--- src/rtl/adder_share_arbiter.sv ---
`default_nettype none
// ============================================================================
//  Module      : adder_share_arbiter
//  Description : Round-robin arbiter that time-shares one external
//                combinational W-bit adder between N_REQ requesters.
//                Each accepted request goes through three phases:
//                  IDLE (accept) -> EVAL (adder evaluates) -> RESP (return).
//                The result is returned on one response channel, tagged
//                with the index of the requester that owns it.
//
//  Ports:
//    clk        in   1          rising-edge clock
//    rst_n      in   1          asynchronous active-low reset
//    req_valid  in   N_REQ      per-requester request valid
//    req_a      in   N_REQ*W    operand A, requester i at [i*W +: W]
//    req_b      in   N_REQ*W    operand B, same packing
//    req_ready  out  N_REQ      one-hot accept pulse (IDLE only)
//    add_in     out  2*W        adder operands, add_in[2k]=a[k], [2k+1]=b[k]
//    add_out    in   W+1        adder result {carry, sum}
//    rsp_valid  out  1          response valid
//    rsp_ready  in   1          response consumer ready
//    rsp_id     out  IDW        requester index that owns the response
//    rsp_sum    out  W+1        {carry, sum}
//    busy       out  1          high whenever not in IDLE
//    ops_done   out  16         completed responses, saturating
//
//  Revision    : 1.0  initial release
// ============================================================================
module adder_share_arbiter #(
    parameter int N_REQ = 4,
    parameter int W     = 12,
    parameter int IDW   = 2
) (
    input  logic               clk,
    input  logic               rst_n,
    input  logic [N_REQ-1:0]   req_valid,
    input  logic [N_REQ*W-1:0] req_a,
    input  logic [N_REQ*W-1:0] req_b,
    output logic [N_REQ-1:0]   req_ready,
    output logic [2*W-1:0]     add_in,
    input  logic [W:0]         add_out,
    output logic               rsp_valid,
    input  logic               rsp_ready,
    output logic [IDW-1:0]     rsp_id,
    output logic [W:0]         rsp_sum,
    output logic               busy,
    output logic [15:0]        ops_done
);

    localparam logic [1:0] c_st_idle = 2'd0;
    localparam logic [1:0] c_st_eval = 2'd1;
    localparam logic [1:0] c_st_resp = 2'd2;

    localparam logic [IDW-1:0] c_last_idx = IDW'(N_REQ - 1);
    localparam logic [15:0]    c_ops_max  = 16'hFFFF;

    logic [1:0]       r_state;
    logic [1:0]       w_state_nxt;
    logic [W-1:0]     r_op_a;
    logic [W-1:0]     r_op_b;
    logic [IDW-1:0]   r_id;
    logic [IDW-1:0]   r_rr_ptr;
    logic [W:0]       r_rsp_sum;
    logic [IDW-1:0]   r_rsp_id;
    logic [15:0]      r_ops_done;

    logic             w_hi_found;
    logic [IDW-1:0]   w_hi_idx;
    logic             w_any_valid;
    logic [IDW-1:0]   w_lo_idx;
    logic [IDW-1:0]   w_gnt_idx;
    logic             w_accept;
    logic             w_rsp_fire;

    // ------------------------------------------------------------------------
    // Round-robin search. Scanning downward means the last hit is the lowest
    // index, so w_hi_idx is the lowest valid index >= r_rr_ptr and w_lo_idx
    // is the lowest valid index overall (used when the search must wrap).
    // ------------------------------------------------------------------------
    always_comb begin
        w_hi_found  = 1'b0;
        w_hi_idx    = '0;
        w_any_valid = 1'b0;
        w_lo_idx    = '0;
        for (int j = N_REQ - 1; j >= 0; j--) begin
            if (req_valid[j]) begin
                w_any_valid = 1'b1;
                w_lo_idx    = IDW'(j);
                if (IDW'(j) >= r_rr_ptr) begin
                    w_hi_found = 1'b1;
                    w_hi_idx   = IDW'(j);
                end
            end
        end
        w_gnt_idx = w_hi_found ? w_hi_idx : w_lo_idx;
    end

    // ------------------------------------------------------------------------
    // Next-state and handshake decode
    // ------------------------------------------------------------------------
    always_comb begin
        w_state_nxt = r_state;
        w_accept    = 1'b0;
        w_rsp_fire  = 1'b0;
        case (r_state)
            c_st_idle: begin
                if (w_any_valid) begin
                    w_accept    = 1'b1;
                    w_state_nxt = c_st_eval;
                end
            end
            c_st_eval: begin
                w_state_nxt = c_st_resp;
            end
            c_st_resp: begin
                if (rsp_ready) begin
                    w_rsp_fire  = 1'b1;
                    w_state_nxt = c_st_idle;
                end
            end
            default: begin
                w_state_nxt = c_st_idle;
            end
        endcase
    end

    always_comb begin
        req_ready = '0;
        if (w_accept) begin
            req_ready[w_gnt_idx] = 1'b1;
        end
    end

    // ------------------------------------------------------------------------
    // State and datapath registers
    // ------------------------------------------------------------------------
    always_ff @(posedge clk or negedge rst_n) begin
        if (!rst_n) begin
            r_state    <= c_st_idle;
            r_op_a     <= '0;
            r_op_b     <= '0;
            r_id       <= '0;
            r_rr_ptr   <= '0;
            r_rsp_sum  <= '0;
            r_rsp_id   <= '0;
            r_ops_done <= '0;
        end else begin
            r_state <= w_state_nxt;
            if (w_accept) begin
                r_op_a   <= req_a[w_gnt_idx*W +: W];
                r_op_b   <= req_b[w_gnt_idx*W +: W];
                r_id     <= w_gnt_idx;
                r_rr_ptr <= (w_gnt_idx == c_last_idx) ? '0 : w_gnt_idx + IDW'(1);
            end
            // add_in has been stable from r_op_a/r_op_b for the whole EVAL
            // cycle, so the adder output is settled at this edge.
            if (r_state == c_st_eval) begin
                r_rsp_sum <= add_out;
                r_rsp_id  <= r_id;
            end
            if (w_rsp_fire && (r_ops_done != c_ops_max)) begin
                r_ops_done <= r_ops_done + 16'd1;
            end
        end
    end

    // Interleaved operand bus; holds the last operands outside EVAL.
    for (genvar k = 0; k < W; k++) begin : g_interleave
        assign add_in[2*k]   = r_op_a[k];
        assign add_in[2*k+1] = r_op_b[k];
    end

    assign rsp_valid = (r_state == c_st_resp);
    assign busy      = (r_state != c_st_idle);
    assign rsp_id    = r_rsp_id;
    assign rsp_sum   = r_rsp_sum;
    assign ops_done  = r_ops_done;

endmodule
`default_nettype wire
--- config.mk ---
export PLATFORM = sky130hd
export DESIGN_NAME = adder_share_arbiter
export DESIGN_NICKNAME = d
export VERILOG_FILES = /design/src/rtl/adder_share_arbiter.sv
export SDC_FILE = /design/constraint.sdc
export NUM_CORES = 1
export LEC_CHECK = 0
export CAP_MARGIN = 10
export CORE_MARGIN = 2
export CORE_UTILIZATION = 40
export DETAILED_ROUTE_END_ITERATION = 16
export HOLD_SLACK_MARGIN = 0.1
export PLACE_DENSITY = 0.92
export SLEW_MARGIN = 20
export SYNTH_ARGS = -nofsm -noshare
export SYNTH_HDL_FRONTEND = slang
export SYNTH_SLANG_ARGS = --single-unit
export TNS_END_PERCENT = 20
--- constraint.sdc ---
create_clock -name clk -period 2.5 [get_ports clk]
set_clock_uncertainty 0.1 [all_clocks]
set_input_delay 0.5 -clock clk [delete_from_list [all_inputs] [get_ports clk]]
set_output_delay 0.5 -clock clk [all_outputs]
set_load 0.03 [all_outputs]
== After elaboration in Yosys (flattened, before gate mapping) ==
Index checks and enable logic that the tools add are counted.
W data, S select, Z words.
Storage, ports and cells
  bits in registers: 61
  bits in latches: 0
  bits in writable memories: 0
  memory bits (read-only): 0
  input port bits: 116
  output and inout bits: 61
  word-level logic and storage cells: 66
  memories kept: 0
Operators by class
  $add $sub $neg: 2
  $mul: 1
  divide/modulo/power cells: 0
  magnitude comparators: 6
  equality and inequality tests: 6
  shifts and indexed selects: 2
  muxes and demuxes: 36
  bitwise gates (word level): 0
  reduce and logical (&&, ||, !) cells: 5
Operators by type and width (count)
  $shiftx A48 B7 Y12: 2
  $mux W2: 16
  $mux W1: 17
  $add A16 B1 Y16 const B: 1
  $ne A16 B16 Y1 const B: 1
  $pmux W2 S3: 1
  $eq A2 B2 Y1 const B: 2
  $ge A1 B2 Y1 const A: 2
  $ge A2 B2 Y1 const A: 2
  $mul A2 B2 Y4 const B: 1
  $mux W4: 1
  $lt A2 B3 Y1 const B: 1
  $add A2 B1 Y2 const B: 1
  $demux W1 S2: 1
  $eq A2 B1 Y1 const B: 1
  $ge A2 B1 Y1 const B: 1
  $logic_and A1 B1 Y1: 2
  $logic_not A2 Y1: 1
  $ne A2 B1 Y1 const B: 1
  $ne A2 B2 Y1 const B: 1
  $reduce_and A2 Y1: 1
  $reduce_bool A2 Y1: 1

== Depth between registers and ports, before layout ==
Gate-level depths: netlist of run 1.
  depth in word-level cells: 15
  gate-level depth with buffers: 8
  mapped depth without buffers: 7

== Worst setup path after synthesis of run 1 ==
No wires, ideal clock.
  path kind: register to output
  start point: register r_state[1]
  end point: output req_ready[0]
  arrival: 1.839 ns
  data required time: 1.900 ns
  slack: 0.061 ns
  cell stages (with the launch flop): 5
  buffers on the path: 1
  cell sequence: dfrtp_1 -> or2_1 -> a21o_1 -> clkbuf_1 -> nor3_1
Between the ends
  cells in the longest elaborated chain, start to end: 3
RTL lines
  start: declaration: RTL line 57  | logic [1:0] r_state;
  start signal: assignment: RTL line 139  | r_state <= c_st_idle;
  start signal: assignment: RTL line 148  | r_state <= w_state_nxt;
  $logic_not A2 Y1: RTL line 105  | case (r_state)
  $mux W1: RTL line 105
  $mux W4: RTL line 129  | if (w_accept) begin
  end: declaration: RTL line 39  | output logic [N_REQ-1:0] req_ready,
Every way passes these cells.

== Worst setup path after layout of run 1 ==
  start point: register r_rr_ptr[0]
  end point: output req_ready[3]
Between the ends
  cells in the longest elaborated chain, start to end: 15
  elaborated cells on any way between the ends: 27
  classes of those cells: 6 x order compare; 20 x mux; 1 x reduce/logical
RTL lines
  start: declaration: RTL line 62  | logic [IDW-1:0] r_rr_ptr;
  start signal: assignment: RTL line 153  | r_rr_ptr <= (w_gnt_idx == c_last_idx) ? '0 : w_gnt_idx + IDW'(1);
  $ge A2 B2 Y1: RTL line 89  | if (IDW'(j) >= r_rr_ptr) begin
  $mux W2 or $mux W1 (tied branches): RTL line 89
  $mux W2 or $mux W1 (tied branches): RTL line 86  | if (req_valid[j]) begin
  $mux W2 or $mux W1 (tied branches): RTL line 89
  $mux W2 or $mux W1 (tied branches): RTL line 86
  $mux W2 or $mux W1 (tied branches): RTL line 89
  $mux W2 or $mux W1 (tied branches): RTL line 86
  $mux W2 or $mux W1 (tied branches): RTL line 89
  $mux W2 or $mux W1 (tied branches): RTL line 86
  $mux W2 (*): RTL line 95  | w_gnt_idx = w_hi_found ? w_hi_idx : w_lo_idx;
  $lt A2 B3 Y1 (implied by the code) or $ge A2 B1 Y1 (tied branches): RTL line 130  | req_ready[w_gnt_idx] = 1'b1;
  $logic_and A1 B1 Y1 (implied by the code): RTL line 130
  $mux W1 (implied by the code): RTL line 130
  $demux W1 S2 (*): RTL line 130
  $mux W4 (*): RTL line 129
Mark *: on every way between the ends. The rest lies on a longest branch, timed or not.

==> impl_metrics.tcl, run 1 <==
set metrics [dict create \
    status "completed" \
    power-per-cell-area_mw_per_mm2 1130 \
    setup_violations 0 \
    synthToLayoutAreaGrowth_pct 68.2 \
    switchingPower_w 0.00271 \
    cts_buffers 9 \
    die_h_um 94.8 \
    antenna_found_initial 0 \
    ir_drop_mv 0.806 \
    max_freq_ghz 0.408 \
    yosys.area_share.simple_pct 12.0 \
    dp_hpwl_um 7660 \
    pin_count 177 \
    synth_top_family_by_area "multiplexers" \
    std_cell_rows 33 \
    grt_max_degree 38 \
    cp-end-kind "primary output" \
    multi_input_area_sq_mm 0.00166 \
    synth-xor-area-share_pct 3.98 \
    regArea_sq_mm 0.00153 \
    ant_nets 0 \
    synthArstFlopShare_pct 100 \
    rsz0062_at_grt "yes" \
    synth_edf_count 0 \
    synth_warnings 0 \
    final_nets 596 \
    dr.pass1.iters 4 \
    fp.coreArea_sq_mm 0.00809 \
    crit_arrival_ns 1.85 \
    drt_iter0_markers 105 \
    clock_latency_ns 0.33 \
    pwr-share-clk_pct 12.8 \
    grt_first_pass_wirelength_um 15500 \
    synthFlopType "dfrtp_1" \
    seqPwrFrac_pct 26.6 \
    synth_fa_ha_area_share_pct 0.759 \
    hold_class "reg2reg" \
    slew_headroom_pct 49.9 \
    mappedNetlistArea_sq_mm 0.00330 \
    diodes 0 \
    power.leakage_nw 2.39 \
    crit_type "reg2out" \
    drt-total-wl_um 9920 \
    drive_above_1_share_pct 20.7 \
    vias 3032 \
    place_congestion 0.753 \
    root_buffer "clkbuf_8" \
    yosysUniqueCellTypes 41 \
    htreeDepth 3 \
    grtUsageTotal_pct 22.3 \
    finalCritPeriodShare_pct 98.1 \
    required_ns 1.90 \
    cts_buffer_depth 2 \
    clock-sinks 61 \
    dieArea_sq_mm 0.00899 \
    worstMarginPinSlew_ns 0.752 \
    first_global_vias 3205 \
    setup_tns_ns 0 \
    start_util_pct 40.8 \
    maxCapViolations 0 \
    internal-power_w 0.00359 \
    mostFrequentLayoutCells "167 x clkdlybuf4s50_1, 59 x dfrtp_1, 48 x mux2i_1, 40 x nand2_1, 24 x buf_4" \
    netlist_instances 278 \
    ys_ff_latch 61 \
    drc_errors 0 \
    die_w_um 94.8 \
    routedWlPerCell_um 16.9 \
    clk_pin_slew_ns 0.07 \
    path_max_fanout 5 \
    vias_per_cell 5.16 \
    p_total_w 0.00630 \
    synthMuxAreaShare_pct 20.0 \
    pwr-share-comb_pct 60.5 \
    portBuffers 176 \
    drv_slew 0 \
    syn_avg_cell_area_sq_um 11.9 \
    finalHoldViolations 0 \
    crit_path_start_kind "flop" \
    syn_nets 396 \
    period_needed_ns 2.45 \
    synth_compound_area_share_pct 11.9 \
    final_common_cell "clkdlybuf4s50_1" \
    cts_tree "built" \
    grt_overflow 0 \
    p_sw_share_pct 43.0 \
    post-route-util_pct 68.6 \
    fillers 624 \
    seq_area_frac_synth_pct 46.3 \
]
## worst paths after layout
path | slack, ns | cells past startpoint | end | start
max in group asynchronous | 1.07 | 3 | r_rr_ptr[0] | rst_n
setup reg to reg | 0.42 | 8 | r_op_a[10] | r_rr_ptr[0]
min in group asynchronous | 0.60 | 2 | ops_done[10] | rst_n
hold reg to reg | 0.38 | 2 | r_id[0] | r_id[0]
setup / recovery | 0.05 | 7 | req_ready[3] | r_rr_ptr[0]
hold / removal | 0.38 | 2 | r_id[0] | r_id[0]
## flip-flops by register name, summed over array words and instances (netlist names)
register / count
rsp_sum: 13
rsp_id: 2
r_rr_ptr: 2
ops_done: 16
r_op_a: 12
r_state: 2
r_op_b: 12
r_id: 2
## power by group through the flow
stage | Clock [W] | Combinational, W | Sequential (W)
2_1_floorplan | 0 | 0.00164 | 0.00232
3_3_place_gp | 0 | 0.00367 | 0.00165
3_5_place_dp | 0 | 0.00377 | 0.00168
4_1_cts | 0.000829 | 0.00380 | 0.00167
5_1_grt | 0.000879 | 0.00405 | 0.00172
6_report | 0.000808 | 0.00381 | 0.00168
## logic make-up after synthesis
family / after synthesis
xor+xnor: 15
mux: 64
fa+ha+maj: 2
compound gates: 32
buf+inv: 21
flops: 61
simple gates: 83
## stage by stage
step           hold WS, ns  worst slack, ns  area [sq um]  std cells
2_1_floorplan        0.104           0.0614          3300        278
3_3_place_gp         0.360           -0.160          5300        569
3_5_place_dp         0.366           -0.228          5300        569
4_1_cts              0.382          0.00978          5510        586
5_1_grt              0.397          -0.0115          5550        588
6_report             0.384           0.0469          5550        588
## worst max-delay path: stages (launching register included)
cell and delay [ns]:
dfrtp_2 0.45, nor3b_2 0.16, a211o_2 0.33, o21ai_4 0.08, inv_2 0.07, ha_2 0.18, and2_4 0.13, buf_6 0.13
## cell usage after synthesis, types with 2 or more instances
| master | count | share of area, % |
|---|---|---|
| xnor2_1 | 9 | 2.4 |
| nand3_1 | 6 | 0.91 |
| ha_1 | 2 | 0.76 |
| o221ai_2 | 19 | 8.6 |
| and2_1 | 2 | 0.38 |
| buf_4 | 2 | 0.46 |
| inv_2 | 2 | 0.23 |
| buf_2 | 3 | 0.46 |
| and3_1 | 3 | 0.57 |
| clkbuf_1 | 4 | 0.46 |
| nand2b_1 | 5 | 0.95 |
| dfrtp_1 | 61 | 46 |
| buf_8 | 3 | 1.4 |
| mux2i_1 | 48 | 15 |
| xor2_1 | 6 | 1.6 |
| nor2_1 | 8 | 0.91 |
| buf_12 | 2 | 1.2 |
| o221ai_1 | 5 | 1.3 |
| nand2_1 | 40 | 4.6 |
| mux2_2 | 16 | 5.5 |
| inv_1 | 4 | 0.46 |
| nand4_1 | 5 | 0.95 |
| and4_1 | 2 | 0.53 |
| nor3_1 | 4 | 0.61 |
## repair_timing
action / CTS / global route
endpoints found under the setup margin: 4 / 3
buffers inserted: 0 / 2
endpoints found under the hold margin: 24 / 0
resized for setup: 10 / 6
pin swaps: 2 / 1
hold buffers: 1 / 0
## metal layers
layer	vias to the layer above	track usage, %	wire length (um)
met5	-	0	0
met2	107	41.4	5310
li1	1414	-	-
met3	18	5.91	588
met1	1493	24.8	3820
met4	0	6.28	200
## final cells by class
class	instances	area share, %
Inverter	6	0.406
Tap cell	105	2.37
Sequential cell	61	27.6
Multi-Input combinational cell	196	29.9
Clock buffer	10	2.48
Timing Repair Buffer	204	36.5
Clock inverter	6	0.857
Note: power is estimated with default switching activity, not from simulation.
==> inputs of run 2 (changes only) <==
SKIP_LAST_GASP = 1   (was default)
==> results of run 2 <==
Final layout, timing and power as in run 1 (identical DEF).
